File: config.mk
export PLATFORM = sky130hd
export DESIGN_NAME = mem_access_stage
export DESIGN_NICKNAME = d
export VERILOG_FILES = /design/src/rtl/mem_access_stage.sv
export SDC_FILE = /design/constraint.sdc
export NUM_CORES = 1
export LEC_CHECK = 0
export CAP_MARGIN = 20
export CORE_MARGIN = 2
export CORE_UTILIZATION = 40
export DETAILED_ROUTE_END_ITERATION = 8
export PLACE_DENSITY_LB_ADDON = 0.2
export SLEW_MARGIN = 20
export SYNTH_ARGS = -nofsm -noshare
export SYNTH_HDL_FRONTEND = slang
export SYNTH_SLANG_ARGS = --single-unit
File: constraint.sdc
create_clock -name clk -period 1.8 [get_ports clk]
set_input_delay 0.36 -clock clk [delete_from_list [all_inputs] [get_ports clk]]
set_output_delay 0.36 -clock clk [all_outputs]
set_load 0.02 [all_outputs]
File: src/rtl/mem_access_stage.sv
// MEM stage: passes ALU results to MEM/WB and runs req/ready data-memory accesses for loads/stores.
// Optional MISALIGN_TRAP_EN adds misalign_o/misalign_addr_o and traps misaligned halfword/word ops.
`timescale 1ns/1ps
module mem_access_stage #(
  parameter int ADDR_W = 32,
  parameter int REG_W  = 5
) (
  input  logic              clk,
  input  logic              rst,
  input  logic              in_valid,
  input  logic [ADDR_W-1:0] alu_result_i,
  input  logic [31:0]       store_data_i,
  input  logic [2:0]        funct3_i,
  input  logic              mem_read_i,
  input  logic              mem_write_i,
  input  logic [REG_W-1:0]  rd_i,
  input  logic              reg_write_i,
  output logic              stall_o,
  output logic              dmem_req,
  output logic              dmem_we,
  output logic [ADDR_W-1:0] dmem_addr,
  output logic [31:0]       dmem_wdata,
  output logic [3:0]        dmem_wstrb,
  input  logic              dmem_ready,
  input  logic [31:0]       dmem_rdata,
  output logic              wb_valid_o,
  output logic [31:0]       wb_data_o,
  output logic [REG_W-1:0]  wb_rd_o,
  output logic              wb_reg_write_o
`ifdef MISALIGN_TRAP_EN
  ,
  output logic              misalign_o,
  output logic [ADDR_W-1:0] misalign_addr_o
`endif
);

  typedef enum logic {IDLE, BUSY} state_t;
  state_t state;

  logic        mem_op, misalign, mem_go, done, accept;
  logic [1:0]  off;
  logic [31:0] wdata_n, alu32, load_data;
  logic [3:0]  wstrb_n;
  logic [2:0]  f3_q;
  logic [1:0]  off_q;
  logic [7:0]  lane8;
  logic [15:0] lane16;

  // Offset is forced to the natural alignment of the access size; with the
  // trap enabled a misaligned op never reaches the memory, so this is harmless.
  always_comb begin
    mem_op = in_valid & (mem_read_i | mem_write_i);
    case (funct3_i[1:0])
      2'b01:   off = {alu_result_i[1], 1'b0};
      2'b10:   off = 2'b00;
      default: off = alu_result_i[1:0];
    endcase
`ifdef MISALIGN_TRAP_EN
    misalign = mem_op & (((funct3_i[1:0] == 2'b01) & alu_result_i[0]) |
                         ((funct3_i[1:0] == 2'b10) & (|alu_result_i[1:0])));
`else
    misalign = 1'b0;
`endif
    mem_go  = mem_op & ~misalign;
    done    = (state == BUSY) & dmem_ready;
    stall_o = mem_go & ~done;
    accept  = in_valid & ~stall_o;
    alu32   = 32'(alu_result_i);
  end

  always_comb begin
    case (funct3_i[1:0])
      2'b00: begin
        wdata_n = {4{store_data_i[7:0]}};
        wstrb_n = 4'b0001 << off;
      end
      2'b01: begin
        wdata_n = {2{store_data_i[15:0]}};
        wstrb_n = 4'b0011 << off;
      end
      default: begin
        wdata_n = store_data_i;
        wstrb_n = 4'b1111;
      end
    endcase
  end

  always_comb begin
    lane8  = dmem_rdata[{off_q, 3'b000} +: 8];
    lane16 = off_q[1] ? dmem_rdata[31:16] : dmem_rdata[15:0];
    case (f3_q)
      3'b000:  load_data = {{24{lane8[7]}}, lane8};
      3'b100:  load_data = {24'b0, lane8};
      3'b001:  load_data = {{16{lane16[15]}}, lane16};
      3'b101:  load_data = {16'b0, lane16};
      default: load_data = dmem_rdata;
    endcase
  end

  assign dmem_req = (state == BUSY);

  always_ff @(posedge clk or negedge rst) begin
    if (!rst) begin
      state      <= IDLE;
      dmem_we    <= 1'b0;
      dmem_addr  <= '0;
      dmem_wdata <= '0;
      dmem_wstrb <= '0;
      f3_q       <= '0;
      off_q      <= '0;
    end else begin
      case (state)
        IDLE: if (mem_go) begin
          state      <= BUSY;
          dmem_we    <= mem_write_i;
          dmem_addr  <= {alu_result_i[ADDR_W-1:2], 2'b00};
          dmem_wdata <= wdata_n;
          dmem_wstrb <= mem_write_i ? wstrb_n : 4'b0000;
          f3_q       <= funct3_i;
          off_q      <= off;
        end
        BUSY: if (dmem_ready) state <= IDLE;
        default: state <= IDLE;
      endcase
    end
  end

  always_ff @(posedge clk or negedge rst) begin
    if (!rst) begin
      wb_valid_o      <= 1'b0;
      wb_data_o       <= '0;
      wb_rd_o         <= '0;
      wb_reg_write_o  <= 1'b0;
`ifdef MISALIGN_TRAP_EN
      misalign_o      <= 1'b0;
      misalign_addr_o <= '0;
`endif
    end else begin
`ifdef MISALIGN_TRAP_EN
      misalign_o <= 1'b0;
`endif
      if (accept) begin
        wb_valid_o <= 1'b1;
        wb_rd_o    <= rd_i;
        if (misalign) begin
          wb_reg_write_o  <= 1'b0;
          wb_data_o       <= '0;
`ifdef MISALIGN_TRAP_EN
          misalign_o      <= 1'b1;
          misalign_addr_o <= alu_result_i;
`endif
        end else begin
          wb_reg_write_o <= reg_write_i;
          wb_data_o      <= mem_read_i ? load_data : (mem_write_i ? 32'h0 : alu32);
        end
      end else begin
        wb_valid_o     <= 1'b0;
        wb_reg_write_o <= 1'b0;
      end
    end
  end

endmodule
### Word-level counts from Yosys, hierarchy flattened

Cells that the tools add are included.

| storage, ports and cells | value |
|---|---|
| word-level logic and storage cells | 43 |
| input bits | 111 |
| bits in registers | 112 |

| operators by class | value |
|---|---|
| bitwise logic cells | 8 |
| shift-type cells | 3 |
| muxes and demuxes | 13 |
| equal/unequal tests | 5 |
| reductions and logical operators | 3 |

Operators with widths:

| operator | count |
|---|---|
| $pmux 32 s4 | 1 |
| $mux 32 | 2 |
| $pmux 32 s2 | 1 |
| $shiftx 32x6->8 | 1 |
| $mux 16 | 1 |
| $pmux 4 s2 | 1 |
| $eq 3x3->1 const B | 2 |
| $and 1x1->1 | 4 |
| $mux 1 | 4 |
| $mux 4 | 1 |
| $pmux 2 s2 | 1 |
| $shl 1x2->4 const A | 1 |
| $shl 2x2->4 const A | 1 |
| $eq 3x1->1 const B | 1 |
| $logic_not 3->1 | 1 |
| $not 1->1 | 3 |
| $eq 2x1->1 const B | 1 |
| $eq 2x2->1 const B | 1 |
| $logic_not 2->1 | 1 |
| $pmux 1 s2 | 1 |
| $reduce_and 2->1 | 1 |
| $or 1x1->1 | 1 |

### Logic depth before layout (Yosys ltp)

| logic depth | value |
|---|---|
| depth after elaboration | 6 |
| depth in mapped cells | 7 |
| mapped depth without buffers | 6 |

### Least setup slack after synthesis

Ideal clock, no wire load.

| path | value |
|---|---|
| path type | in2reg |
| start point | in funct3_i[0] |
| end point | reg dmem_wdata[27] |
| slack | 0.105 ns |
| data arrival time | 1.614 ns |
| stages | 7 |
| required time | 1.718 ns |
| setup time | 0.082 ns |
| buffers on the path | 2 |
| cell sequence | inv_1 -> ha_1 -> clkbuf_1 -> nor2_2 -> buf_2 -> nand2_1 -> a31oi_1 |

| between the ends | value |
|---|---|
| longest elaborated chain between the ends | 2 |

Ends and longest elaborated chain:

| item | line | text |
|---|---|---|
| start: declaration | 13 | `input logic [2:0] funct3_i,` |
| $eq 2x1->1 / $logic_not 2->1 (equally long branches) | 72 | `case (funct3_i[1:0])` |
| $pmux 32 s2 (*) | 72 |  |
| end signal: assignment | 117 | `dmem_wdata <= wdata_n;` |
| end: declaration | 22 | `output logic [31:0] dmem_wdata,` |

Mark *: on every way between the ends. The rest lies on a longest branch, timed or not.
A chain may end at the register's enable or synchronous reset.

### Worst setup path after layout

| path | value |
|---|---|
| start point | in dmem_rdata[23] |
| end point | reg wb_data_o[20] |

| between the ends | value |
|---|---|
| longest elaborated chain between the ends | 3 |

Ends and longest elaborated chain:

| item | line | text |
|---|---|---|
| start: declaration | 25 | `input logic [31:0] dmem_rdata,` |
| $shiftx 32x6->8 | 89 | `lane8 = dmem_rdata[{off_q, 3'b000} +: 8];` |
| $pmux 32 s4 | 91 | `case (f3_q)` |
| $mux 32 | 154 | `wb_data_o <= mem_read_i ? load_data : (mem_write_i ? 32'h0 : alu32);` |
| end signal: assignment | 154 |  |
| end: declaration | 27 | `output logic [31:0] wb_data_o,` |

No other way between the ends.

==> flow_summary.yaml <==
timing:
  period_share_pct: 98.08
  slew_viol_final: 0
  finalHoldViolations: 0
  period_needed_ns: 1.765
  clock_skew_ns: 0.007458
  setup_violations: 0
  grt_setup_unrepaired: "yes"
  tightestPinTransition_ns: 0.5690
  slew_headroom_pct: 62.07
  fmax_mhz: 566.4
  setup_ws_ns: 0.03455
min_path:
  min_from: "dmem_wdata[0]"
  hold_depth: 2
  hold_end: "dmem_wdata[0]"
  hp-class: "flop to flop"
setup_path:
  path_max_fanout: 16
  reg2reg_to: "wb_data_o[20]"
  rrSetupSlack_ns: 0.08
  path_cells: "clkdlybuf4s50_1, mux4_2, o221a_4, o21ai_0, a21oi_1"
  critPathTopFamily: "compound AO/OA/AOI/OAI gates"
  end_kind: "flop"
  worst-setup-path-type: "input port to flop"
  arrival_ns: 2.01
  start_kind: "input port"
  cp.required_ns: 2.04
  cpPeakStageDelay_ns: 0.52
  cpMaxStageDelayCell: "mux4_2"
  path_buf_inv: 1
  reg2reg_depth: 4
  r2r_start: "off_q[1]"
layout:
  post-route-util_pct: 63.85
  fin_cells: 1046
  final_common_cell: "clkdlybuf4s50_1"
  num_antenna_cells: 0
  final_nets: 978
  layout_common_cells: "214 x clkdlybuf4s50_1, 180 x nand2_1, 112 x dfrtp_1"
  syn_to_final_growth_pct: 54.23
  drive_above_1_share_pct: 9.195
  design_area_um2: 8522
  fill_cells: 1139
global_routing:
  antenna_found_initial: 2
  globalRouteTotalUtil_pct: 25.53
  grt_pass1_wl_mm: 29.14
  grt.overflow.total: 0
  grt_pass1_vias: 5625
  grt_max_degree: 36
route:
  drt_wl_total_mm: 18.77
  drtAntennaViolNets: 0
  route.detailed.drc: 0
  routedWlPerCell_um: 17.94
  dr.pass1.iters: 5
  via_per_inst: 5.265
  drt_iter0_drc: 456
  vias: 5507
placed_design:
  gp_congestion: 0.8613
  pre_cts_slack_ns: -0.3338
  placed_cell_area_um2: 8188
  io_buffers: 218
  dp_hpwl_mm: 14.12
  dp.cells: 1029
logic_synthesis:
  synth.distinct_cells: 46
  synth_cells: 634
  synth_area_um2: 5525
  ys_async_sr_fraction_pct: 100.0
  yosys_warnings: 0
  synth_area_per_cell_um2: 8.715
  ys_seq_area_share_pct: 50.72
  ys.flop_type: "dfrtp_1"
  ys_seq_elements: 112
  synth_edf_count: 0
power_and_ir_drop:
  combPwrFrac_pct: 40.2
  powerDensity_nw_per_um2: 1057
  switching_share_pct: 35.81
  p_clk_share_pct: 21.9
  p_sw_mw: 3.226
  p_total_mw: 9.007
  leakage_nw: 3.752
  p_seq_share_pct: 37.9
  ir_worst_vdd_v: 0.0006359
  intPower_mw: 5.782
floorplan:
  die_w_um: 121.5
  start_util_pct: 41.39
  die-area_um2: 14770
  rows: 42
  die_height_um: 121.5
  io_pins: 221
  core_um2: 13350
clock_network:
  cts.reportedPaths.clkPinSlew_ns: 0.08
  cts_root_buffer: "clkbuf_16"
  clkLatencyLatePin_ns: 0.36
  cts_tree: "done"
  ctsLongestPathBuffers: 2
  postCtsSetupBuffers: 0
  htree_levels: 3
  numCtsBuffers: 9
  clock_sinks: 112
status:
  status: "complete, no violations"
job:
  max_cap_violations: 0
-- cell families after synthesis --
| logic type | synth area share (%) |
|---|---|
| AOI/OAI and AO/OA | 18.03 |
| adders and majority gates | 0.4528 |
| buffers and inverters | 4.461 |
| DFF | 50.72 |
| muxes | 3.487 |
| other | 0.06787 |
| and+or+nand+nor | 22.78 |
-- power groups by stage --
stage          registers [mW]  logic (mW)  clock network (mW)
2_1_floorplan            4.06        1.09                   0
3_3_place_gp             3.43        3.55                   0
3_5_place_dp             3.44        3.60                   0
4_1_cts                  3.41        3.61                2.01
5_1_grt                  3.48        3.89                2.11
6_report                 3.41        3.62                1.97
-- worst max path at each step --
stage / from / to / slack (ns) / cells past startpoint
floorplan: funct3_i[0] / dmem_wdata[27] / 0.10 / 7
global placement: dmem_rdata[23] / wb_data_o[13] / -0.29 / 6
detailed placement: dmem_rdata[23] / wb_data_o[8] / -0.33 / 6
CTS: wb_data_o[31] / wb_data_o[31] / 0.01 / 1
global route: funct3_i[1] / dmem_wdata[13] / -0.007 / 7
finish: dmem_rdata[23] / wb_data_o[20] / 0.03 / 5
-- routing by layer --
layer,global-route usage [%],share of wire (%),vias up
li1,-,-,2622
met3,8.521,8.4,30
met2,42.87,49,219
met4,6.897,1.7,4
met5,0,0.11,-
met1,31.69,41,2632
-- stage by stage --
step	setup TNS, ns	hold slack, ns
final	0	0.4779
after global routing	-0.01092	0.5041
after CTS	0	0.4808
after detailed placement	-23.97	0.3828
after global placement	-19.34	0.3798
after floorplan	0	0.06441
-- flip-flops by register name (all words and copies together) (netlist names), 2 cells and up --
signal / count
dmem_addr: 30
dmem_wdata: 32
dmem_wstrb: 4
f3_q: 3
off_q: 2
wb_data_o: 32
wb_rd_o: 5
-- Yosys cell counts (all sizes together), types with 2 or more instances --
library cell,count,area (um^2)
nand2,180,675.7
dfrtp,112,2803
nor2,58,220.2
a21oi,50,250.2
o21ai,36,183.9
buf,25,132.6
clkbuf,22,83.83
a221oi,20,175.2
and2,20,125.1
mux2i,17,170.2
a31oi,9,56.30
a22oi,8,60.06
inv,8,30.03
nand2b,8,50.05
nor2b,8,50.05
a211o,6,52.55
a22o,6,52.55
a311o,5,50.05
nand4,5,31.28
nand4b,4,35.03
o22ai,4,25.02
nand3,3,15.01
ha,2,25.02
nor3,2,10.01
o311ai,2,17.52
or3,2,12.51
-- worst reg2reg max path: cells and delay by family (launching register included) --
family	cells	cell delay [ns]
compound gates	3	0.65
mux	1	0.56
flops	1	0.40
-- layout make-up --
class | instances | area, um^2 | share of cell area (%)
Sequential cell | 112 | 2803 | 32.89
Tap cell | 176 | 220.2 | 2.584
Clock buffer | 11 | 242.7 | 2.848
Inverter | 8 | 30.03 | 0.3524
Multi-Input combinational cell | 468 | 2539 | 29.79
Timing Repair Buffer | 266 | 2649 | 31.08
Clock inverter | 5 | 38.79 | 0.4551
-- repair_timing --
action / in CTS / in global routing
gates resized for setup: 5 / 10
endpoints found under the setup margin: 2 / 10
hold endpoints to repair: 2 / 0
hold buffers: 1 / 0
Note: power is estimated with default switching activity, not from simulation.
